[config.mk]
export PLATFORM = sky130hd
export DESIGN_NAME = spi_reg_ctrl
export DESIGN_NICKNAME = d
export VERILOG_FILES = /design/src/rtl/spi_reg_pkg.sv /design/src/rtl/spi_sync_timer.sv /design/src/rtl/spi_reg_ctrl.sv
export SDC_FILE = /design/constraint.sdc
export NUM_CORES = 1
export LEC_CHECK = 0
export CAP_MARGIN = 20
export CORE_MARGIN = 2
export CORE_UTILIZATION = 49
export CTS_CLUSTER_SIZE = 8
export DETAILED_ROUTE_END_ITERATION = 8
export HOLD_SLACK_MARGIN = 0.03
export PLACE_DENSITY = 0.73
export SYNTH_ARGS = -nofsm -noshare
export SYNTH_HDL_FRONTEND = slang
export SYNTH_HIERARCHICAL = 1
export SYNTH_SLANG_ARGS = --single-unit
[constraint.sdc]
create_clock -name clk -period 3.2 [get_ports clk]
set_input_delay 0.8 -clock clk [delete_from_list [all_inputs] [get_ports clk]]
set_output_delay 0.8 -clock clk [all_outputs]
set_load 0.01 [all_outputs]
[src/rtl/spi_reg_pkg.sv]
// Shared types and constants for the SPI register-write controller.
// State encoding, register addresses and 16-bit frame field positions.
package spi_reg_pkg;

    typedef enum logic [1:0] {
        IDLE      = 2'd0,
        CHECK     = 2'd1,
        WAIT_SYNC = 2'd2,
        COMMIT    = 2'd3
    } state_t;

    localparam logic [6:0] ADDR_OUT_LO = 7'd0;
    localparam logic [6:0] ADDR_OUT_HI = 7'd1;
    localparam logic [6:0] ADDR_PWM_LO = 7'd2;
    localparam logic [6:0] ADDR_PWM_HI = 7'd3;
    localparam logic [6:0] ADDR_DUTY   = 7'd4;

    localparam int         FRAME_BITS   = 16;
    localparam logic [4:0] FRAME_BITS_V = 5'd16;
    localparam int         RW_BIT       = 15;
    localparam int         ADDR_MSB     = 14;
    localparam int         ADDR_LSB     = 8;
    localparam int         DATA_MSB     = 7;
    localparam int         DATA_LSB     = 0;

    typedef struct packed {
        logic [FRAME_BITS-1:0] data;
        logic [4:0]            bits;
    } frame_t;

endpackage

[src/rtl/spi_sync_timer.sv]
// Wait counter for period-synchronised duty writes; expire flags the
// last cycle before a duty write is force-committed.
module spi_sync_timer #(
    parameter int SYNC_TIMEOUT = 4096
) (
    input  logic clk,
    input  logic rst_n,
    input  logic clr,
    input  logic en,
    output logic expire
);

    localparam int CNT_W = (SYNC_TIMEOUT > 1) ? $clog2(SYNC_TIMEOUT) : 1;
    localparam logic [CNT_W-1:0] CNT_LAST = CNT_W'(SYNC_TIMEOUT - 1);
    localparam logic [CNT_W-1:0] CNT_ONE  = CNT_W'(1);

    logic [CNT_W-1:0] count_r;

    assign expire = (count_r == CNT_LAST);

    // Counter: cleared on request, advances while enabled, parks at the last value
    always_ff @(posedge clk or negedge rst_n) begin
        if (!rst_n) begin
            count_r <= {CNT_W{1'b0}};
        end else if (clr) begin
            count_r <= {CNT_W{1'b0}};
        end else if (en && !expire) begin
            count_r <= count_r + CNT_ONE;
        end else begin
            count_r <= count_r;
        end
    end

endmodule

[src/rtl/spi_reg_ctrl.sv]
// Frame decoder and register-write sequencer; duty writes wait for a PWM period boundary.
// Optional error counter output err_count when SPI_REG_CTRL_ERR_CNT_EN is defined.
module spi_reg_ctrl
    import spi_reg_pkg::*;
#(
    parameter int MAX_ADDR     = 4,
    parameter int SYNC_TIMEOUT = 4096
) (
    input  logic        clk,
    input  logic        rst_n,
    input  logic        frame_valid,
    input  logic [15:0] frame_data,
    input  logic [4:0]  frame_bits,
    input  logic        pwm_period_end,
    output logic [7:0]  en_reg_out_7_0,
    output logic [7:0]  en_reg_out_15_8,
    output logic [7:0]  en_reg_pwm_7_0,
    output logic [7:0]  en_reg_pwm_15_8,
    output logic [7:0]  pwm_duty_cycle,
    output logic        busy,
    output logic        wr_pulse,
    output logic        err_pulse
`ifdef SPI_REG_CTRL_ERR_CNT_EN
    ,
    output logic [7:0]  err_count
`endif
);

    localparam logic [6:0] MAX_ADDR_V = 7'(MAX_ADDR);

    state_t     state_r, state_s;
    frame_t     frame_q_r;
    logic       rw_s;
    logic [6:0] addr_s;
    logic [7:0] data_s;
    logic       check_err_s, overrun_s, err_set_s;
    logic       sync_clr_s, sync_en_s, sync_expire_s;

    assign rw_s      = frame_q_r.data[RW_BIT];
    assign addr_s    = frame_q_r.data[ADDR_MSB:ADDR_LSB];
    assign data_s    = frame_q_r.data[DATA_MSB:DATA_LSB];
    assign busy      = (state_r != IDLE);
    assign err_set_s = check_err_s | overrun_s;

    spi_sync_timer #(
        .SYNC_TIMEOUT (SYNC_TIMEOUT)
    ) u_sync_timer (
        .clk    (clk),
        .rst_n  (rst_n),
        .clr    (sync_clr_s),
        .en     (sync_en_s),
        .expire (sync_expire_s)
    );

    // Next-state decode and frame validation
    always_comb begin
        state_s     = state_r;
        check_err_s = 1'b0;
        sync_clr_s  = 1'b0;
        sync_en_s   = 1'b0;
        overrun_s   = frame_valid && (state_r != IDLE);
        case (state_r)
            IDLE: begin
                if (frame_valid) begin
                    state_s = CHECK;
                end else begin
                    state_s = IDLE;
                end
            end
            CHECK: begin
                sync_clr_s = 1'b1;
                if (frame_q_r.bits != FRAME_BITS_V) begin
                    check_err_s = 1'b1;
                    state_s     = IDLE;
                end else if (!rw_s) begin
                    state_s = IDLE;
                end else if (addr_s > MAX_ADDR_V) begin
                    check_err_s = 1'b1;
                    state_s     = IDLE;
                end else if (addr_s == ADDR_DUTY) begin
                    state_s = WAIT_SYNC;
                end else begin
                    state_s = COMMIT;
                end
            end
            WAIT_SYNC: begin
                sync_en_s = 1'b1;
                if (pwm_period_end || sync_expire_s) begin
                    state_s = COMMIT;
                end else begin
                    state_s = WAIT_SYNC;
                end
            end
            COMMIT: begin
                state_s = IDLE;
            end
            default: begin
                state_s = IDLE;
            end
        endcase
    end

    // State register
    always_ff @(posedge clk or negedge rst_n) begin
        if (!rst_n) begin
            state_r <= IDLE;
        end else begin
            state_r <= state_s;
        end
    end

    // Frame capture; only an idle controller accepts a new frame
    always_ff @(posedge clk or negedge rst_n) begin
        if (!rst_n) begin
            frame_q_r <= '{data: 16'h0000, bits: 5'd0};
        end else if ((state_r == IDLE) && frame_valid) begin
            frame_q_r <= '{data: frame_data, bits: frame_bits};
        end else begin
            frame_q_r <= frame_q_r;
        end
    end

    // Configuration register file, written only from COMMIT
    always_ff @(posedge clk or negedge rst_n) begin
        if (!rst_n) begin
            en_reg_out_7_0  <= 8'h00;
            en_reg_out_15_8 <= 8'h00;
            en_reg_pwm_7_0  <= 8'h00;
            en_reg_pwm_15_8 <= 8'h00;
            pwm_duty_cycle  <= 8'h00;
        end else if (state_r == COMMIT) begin
            case (addr_s)
                ADDR_OUT_LO: en_reg_out_7_0  <= data_s;
                ADDR_OUT_HI: en_reg_out_15_8 <= data_s;
                ADDR_PWM_LO: en_reg_pwm_7_0  <= data_s;
                ADDR_PWM_HI: en_reg_pwm_15_8 <= data_s;
                ADDR_DUTY:   pwm_duty_cycle  <= data_s;
                default:     pwm_duty_cycle  <= pwm_duty_cycle;
            endcase
        end else begin
            pwm_duty_cycle <= pwm_duty_cycle;
        end
    end

    // Status pulses; an overrun may coincide with a commit and both assert
    always_ff @(posedge clk or negedge rst_n) begin
        if (!rst_n) begin
            wr_pulse  <= 1'b0;
            err_pulse <= 1'b0;
        end else begin
            wr_pulse  <= (state_r == COMMIT);
            err_pulse <= err_set_s;
        end
    end

`ifdef SPI_REG_CTRL_ERR_CNT_EN
    // Saturating count of rejected frames
    always_ff @(posedge clk or negedge rst_n) begin
        if (!rst_n) begin
            err_count <= 8'h00;
        end else if (err_set_s && (err_count != 8'hFF)) begin
            err_count <= err_count + 8'h01;
        end else begin
            err_count <= err_count;
        end
    end
`endif

endmodule

Word-level counts from Yosys, hierarchy flattened. Index checks and enable logic that the tools add are counted.

Bits in registers: 77. Input bits: 25. Output and inout bits: 43.

Add/subtract/negate cells: 1. $lt $le $gt $ge: 1. Equal/unequal tests: 9. Muxes and demuxes: 15. Bitwise operators: 1. Reduce and logical (&&, ||, !) cells: 14.

Operators by type and width (count): 12-bit 2-to-1 mux (2); 7-bit by 2-bit == test with 1-bit output, second input constant (2); 12-bit by 1-bit adder with 12-bit output, second input constant (1); 12-bit == test, second input constant (1); 2-bit AND reduction (5); 1-bit 2-to-1 mux (9); 2-bit one-hot mux with 4 select lines (1); 7-bit by 1-bit == test with 1-bit output, second input constant (1); 7-bit by 3-bit == test with 1-bit output, second input constant (1); 7-bit by 3-bit greater-than comparator with 1-bit output, second input constant (1); 7-bit zero test (1); 2-bit 2-to-1 mux (3); 5-bit != test, second input constant (1); 2-bit == test, second input constant (2); 2-bit nonzero test (2); 1-bit logical AND (3); 2-bit by 1-bit == test with 1-bit output, second input constant (1); 2-bit zero test (1); 1-bit zero test (1); 1-bit logical OR (1); 1-bit OR (1).

Longest topological paths before layout.
Word-level depth: 6. Depth in mapped cells: 6. Depth with buffers taken out: 6.

Hierarchy. Netlist, hierarchy kept.

By module, submodules not included: spi_reg_ctrl (instances 1, cells each 159, area an instance 2562.5 µm², seq. area each 1626.6 µm²); spi_sync_timer (instances 1, cells each 67, area an instance 661.9 µm², seq. area each 300.3 µm²).

Worst setup path before layout. No wires, ideal clock.

Kind: flip-flop to flip-flop. Start point: register (tool-made name). End point: register u_sync_timer.count_r[9]. Arrival time: 1.551 ns. Data required time: 3.060 ns. Setup slack: 1.510 ns. Stages on the path, launching flop included: 6. Clock period less this slack: 1.690 ns. Path through: dfrtp_1 > nor2b_1 > nand3_1 > or3_4 > o311ai_0 > o41ai_1.

RTL lines: to (signal assigned) (RTL line spi_sync_timer.sv:24) `count_r <= {CNT_W{1'b0}};`; to (signal assigned) (RTL line spi_sync_timer.sv:26) `count_r <= {CNT_W{1'b0}};`; to (signal assigned) (RTL line spi_sync_timer.sv:28) `count_r <= count_r + CNT_ONE;`; to (decl) (RTL line spi_sync_timer.sv:17) `logic [CNT_W-1:0] count_r;`.

Final worst setup path.
Start point: register state_r[0]. End point: output port busy.

Longest elaborated chain between the ends: 1.

Ends and longest elaborated chain: from (decl) (RTL line spi_reg_ctrl.sv:31) `state_t state_r, state_s;`; from (signal assigned) (RTL line spi_reg_ctrl.sv:108) `state_r <= state_s;`; 2-bit nonzero test (RTL line spi_reg_ctrl.sv:42) `assign busy = (state_r != IDLE);`; to (decl) (RTL line spi_reg_ctrl.sv:20) `output logic busy,`.

No other way between the ends.

==> out/metrics.json <==
{
  "status": {"value": "finished, final reports clean"},
  "mappedNetlistArea": {"value": 3220, "unit": "um2"},
  "route.final.wire_length": {"value": 6540, "unit": "um"},
  "post-place-cells": {"value": 366},
  "synth.top_cell.area_share": {"value": 0.598},
  "post_cts_resized": {"value": 0},
  "hold_path_end": {"value": "en_reg_pwm_15_8[5]"},
  "final_nets": {"value": 326},
  "synth.most_common_cell": {"value": "dfrtp_1"},
  "power_density": {"value": 474, "unit": "nW/um2"},
  "timing.fmax": {"value": 0.420, "unit": "GHz"},
  "drt_drc_violations_left": {"value": 0},
  "synth_sequential_area_ratio": {"value": 0.598},
  "clkSinkCount": {"value": 77},
  "post_drt_via_cell_ratio": {"value": 5.41},
  "max_cap_violations": {"value": 0},
  "yosys.cell_types.count": {"value": 42},
  "clock_tree.buffer_depth": {"value": 2},
  "netlist_instances": {"value": 226},
  "cts_buf_count": {"value": 9},
  "ys_flop_type": {"value": "dfrtp_1"},
  "synth_largest_area_cell": {"value": "dfrtp_1"},
  "gpl.final_weighted_congestion": {"value": 0.771},
  "leakagePower": {"value": 0.00189, "unit": "uW"},
  "finalSetupTns": {"value": 0, "unit": "ns"},
  "synth_warnings": {"value": 6},
  "area_enclosed_by_the_die_boundary": {"value": 7250, "unit": "um2"},
  "cp_data_arrival_time": {"value": 1.58, "unit": "ns"},
  "tightest_slew": {"value": 0.945, "unit": "ns"},
  "number_of_synthesized_register_bits": {"value": 77},
  "grt_start_max_net_pins": {"value": 78},
  "clk_pin_slew_worst_paths": {"value": 0.08, "unit": "ns"},
  "cts_tree": {"value": "done"},
  "routed_wire_length_per_instance": {"value": 17.1, "unit": "um"},
  "min_path_cells": {"value": 1},
  "total_i_o_pin_count": {"value": 68},
  "final_min_period_over_clock_period": {"value": 0.744},
  "port_buffers": {"value": 67},
  "rr_worst_depth": {"value": 5},
  "clk_latency": {"value": 0.35, "unit": "ns"},
  "grt_setup_unrepaired": {"value": "false"},
  "drt_iter0_drcs": {"value": 96},
  "synth_fp_nets": {"value": 252},
  "grt_first_pass_wirelength": {"value": 10900, "unit": "um"},
  "syn-mean-instance-area": {"value": 14.3, "unit": "um2"},
  "dp_hpwl": {"value": 4310, "unit": "um"},
  "setup.worst_path.start_class": {"value": "flop"},
  "h_tree_levels": {"value": 3},
  "cts_root_buffer": {"value": "clkbuf_8"},
  "timing.critical_path.to_type": {"value": "output pin"},
  "stdcell_count": {"value": 382},
  "layout-drive-gt1-share": {"value": 0.295},
  "number_of_diodes_added_for_antenna_fixing": {"value": 0},
  "flow.area_growth_from_synthesis": {"value": 29.3, "unit": "%"},
  "final.setup_skew": {"value": 0.0129, "unit": "ns"},
  "routed_via_count": {"value": 2065},
  "cts_setup_buffers": {"value": 0},
  "critical_path_class": {"value": "reg -> out"},
  "final_setup_violation_count": {"value": 0},
  "synth-edff-count": {"value": 0},
  "floorplan.die.height": {"value": 85.1, "unit": "um"},
  "synthTopCellsByCount": {"value": "dfrtp_1, mux2_2, nand2_1"},
  "report.final.slew_viol_count": {"value": 0},
  "finalHoldViolations": {"value": 0},
  "floorplan.initialDensity": {"value": 0.508},
  "cp_data_required_time": {"value": 2.40, "unit": "ns"},
  "finalCriticalPeriod": {"value": 2.38, "unit": "ns"},
  "design.core.area": {"value": 6350, "unit": "um2"},
  "r2r_slack": {"value": 1.24, "unit": "ns"},
  "residual_overflow_from_global_routing": {"value": 0},
  "die_width": {"value": 85.1, "unit": "um"},
  "sequential_cell_area": {"value": 1930, "unit": "um2"},
  "fillerInstances": {"value": 510},
  "multi_input_area": {"value": 1240, "unit": "um2"},
  "worst_slew_margin": {"value": 0.370},
  "hp-class": {"value": "reg -> reg"},
  "detail-route-antenna-nets": {"value": 0},
  "synth.area.top_cells": {"value": "dfrtp_1, mux2_2, o21ai_0, nand2_1, nor2_1"},
  "reg2reg_to": {"value": "u_sync_timer/count_r[9]"},
  "post_cts_hold_buffer_count": {"value": 0},
  "irDropWorstVdd": {"value": 0.346, "unit": "mV"},
  "grt_pass1_vias": {"value": 2164},
  "critPathMaxFanout": {"value": 6},
  "grt_use_total": {"value": 0.196},
  "antenna_violations_before_repair": {"value": 0},
  "min_from": {"value": "en_reg_pwm_15_8[5]"},
  "synthArstFlopShare": {"value": 1.00},
  "rows": {"value": 29},
  "first_pass_iters": {"value": 4}
}
==> how the worst max path moves through the flow <==
| stage | from | to | depth (start not counted) |
|---|---|---|---|
| after floorplan | flop | u_sync_timer/count_r[9] | 5 |
| after global placement | frame_valid | data_s[5] | 5 |
| after detailed placement | frame_valid | data_s[0] | 5 |
| after CTS | state_r[0] | busy | 2 |
| after global routing | state_r[0] | busy | 2 |
| final | state_r[0] | busy | 2 |
==> final cells by class <==
class                      instances  area share
sequential                        77       0.462
multi-input combinational        139       0.299
timing repair buffer              68       0.162
clock buffer                      12      0.0324
tap                               77      0.0231
clock inverter                     4      0.0174
inverter                           5     0.00450
==> through the flow <==
step	util	setup WS, ns	total power (uW)	instance area (um2)	hold WS (ns)
detailed placement	0.624	0.934	1220	3960	0.491
finish	0.657	0.821	1980	4170	0.503
global route	0.657	0.750	2070	4170	0.517
floorplan	-	1.51	1140	3220	0.469
global placement	0.624	0.958	1220	3960	0.486
CTS	0.657	0.804	2000	4170	0.508
==> cells by family (layout without fill, tap and decap cells) <==
kind of cell / after synthesis / count (layout) / synth area share
AOI/OAI and AO/OA: 26 / 26 / 0.0578
xor gates and xnor gates: 1 / 1 / 0.00272
adders and majority gates: 1 / 1 / 0.00388
buffers and inverters: 10 / 89 / 0.0171
DFF: 77 / 77 / 0.598
muxes: 63 / 63 / 0.219
and+or+nand+nor: 48 / 48 / 0.102
==> flip-flops by register name, indices dropped and copies added, names as in the netlist, named ones only <==
register,cells
err_pulse,1
wr_pulse,1
en_reg_out_7_0,8
en_reg_out_15_8,8
addr_s,7
en_reg_pwm_15_8,8
pwm_duty_cycle,8
u_sync_timer/count_r,12
data_s,8
state_r,1
frame_q_r,6
en_reg_pwm_7_0,8
==> layer usage <==
metal  global-route usage  part of all wire  up-vias
met2                0.306              0.48       44
met5                    0                 0        -
met1                0.248              0.44     1035
met3               0.0846             0.069        6
li1                     -                 -      980
met4               0.0606             0.011        0
==> layout by cell type (no fill, tap or decap), drive strengths merged, types with 3 or more instances in the layout <==
cell type	n
or3	4
nor2	8
dfrtp	77
a21oi	4
mux2	61
nand3	3
nand2	9
clkbuf	12
clkdlybuf4s50	66
inv	5
nand4	6
o41ai	4
nor4	5
o21ai	8
nor3	3
==> power breakdown <==
part	switching, uW	internal (uW)	leakage [uW]
logic	55.2	77.6	0.000767
registers	51.0	1020	0.00103
clock network	338	439	0.000101
total	444	1530	0.00189
==> worst max-delay path, cell delays in order, from the launching register on <==
cell,delay (ns)
dfrtp_1,0.43
or2_2,0.33
clkdlybuf4s50_1,0.48
Note: power is estimated with default switching activity, not from simulation.
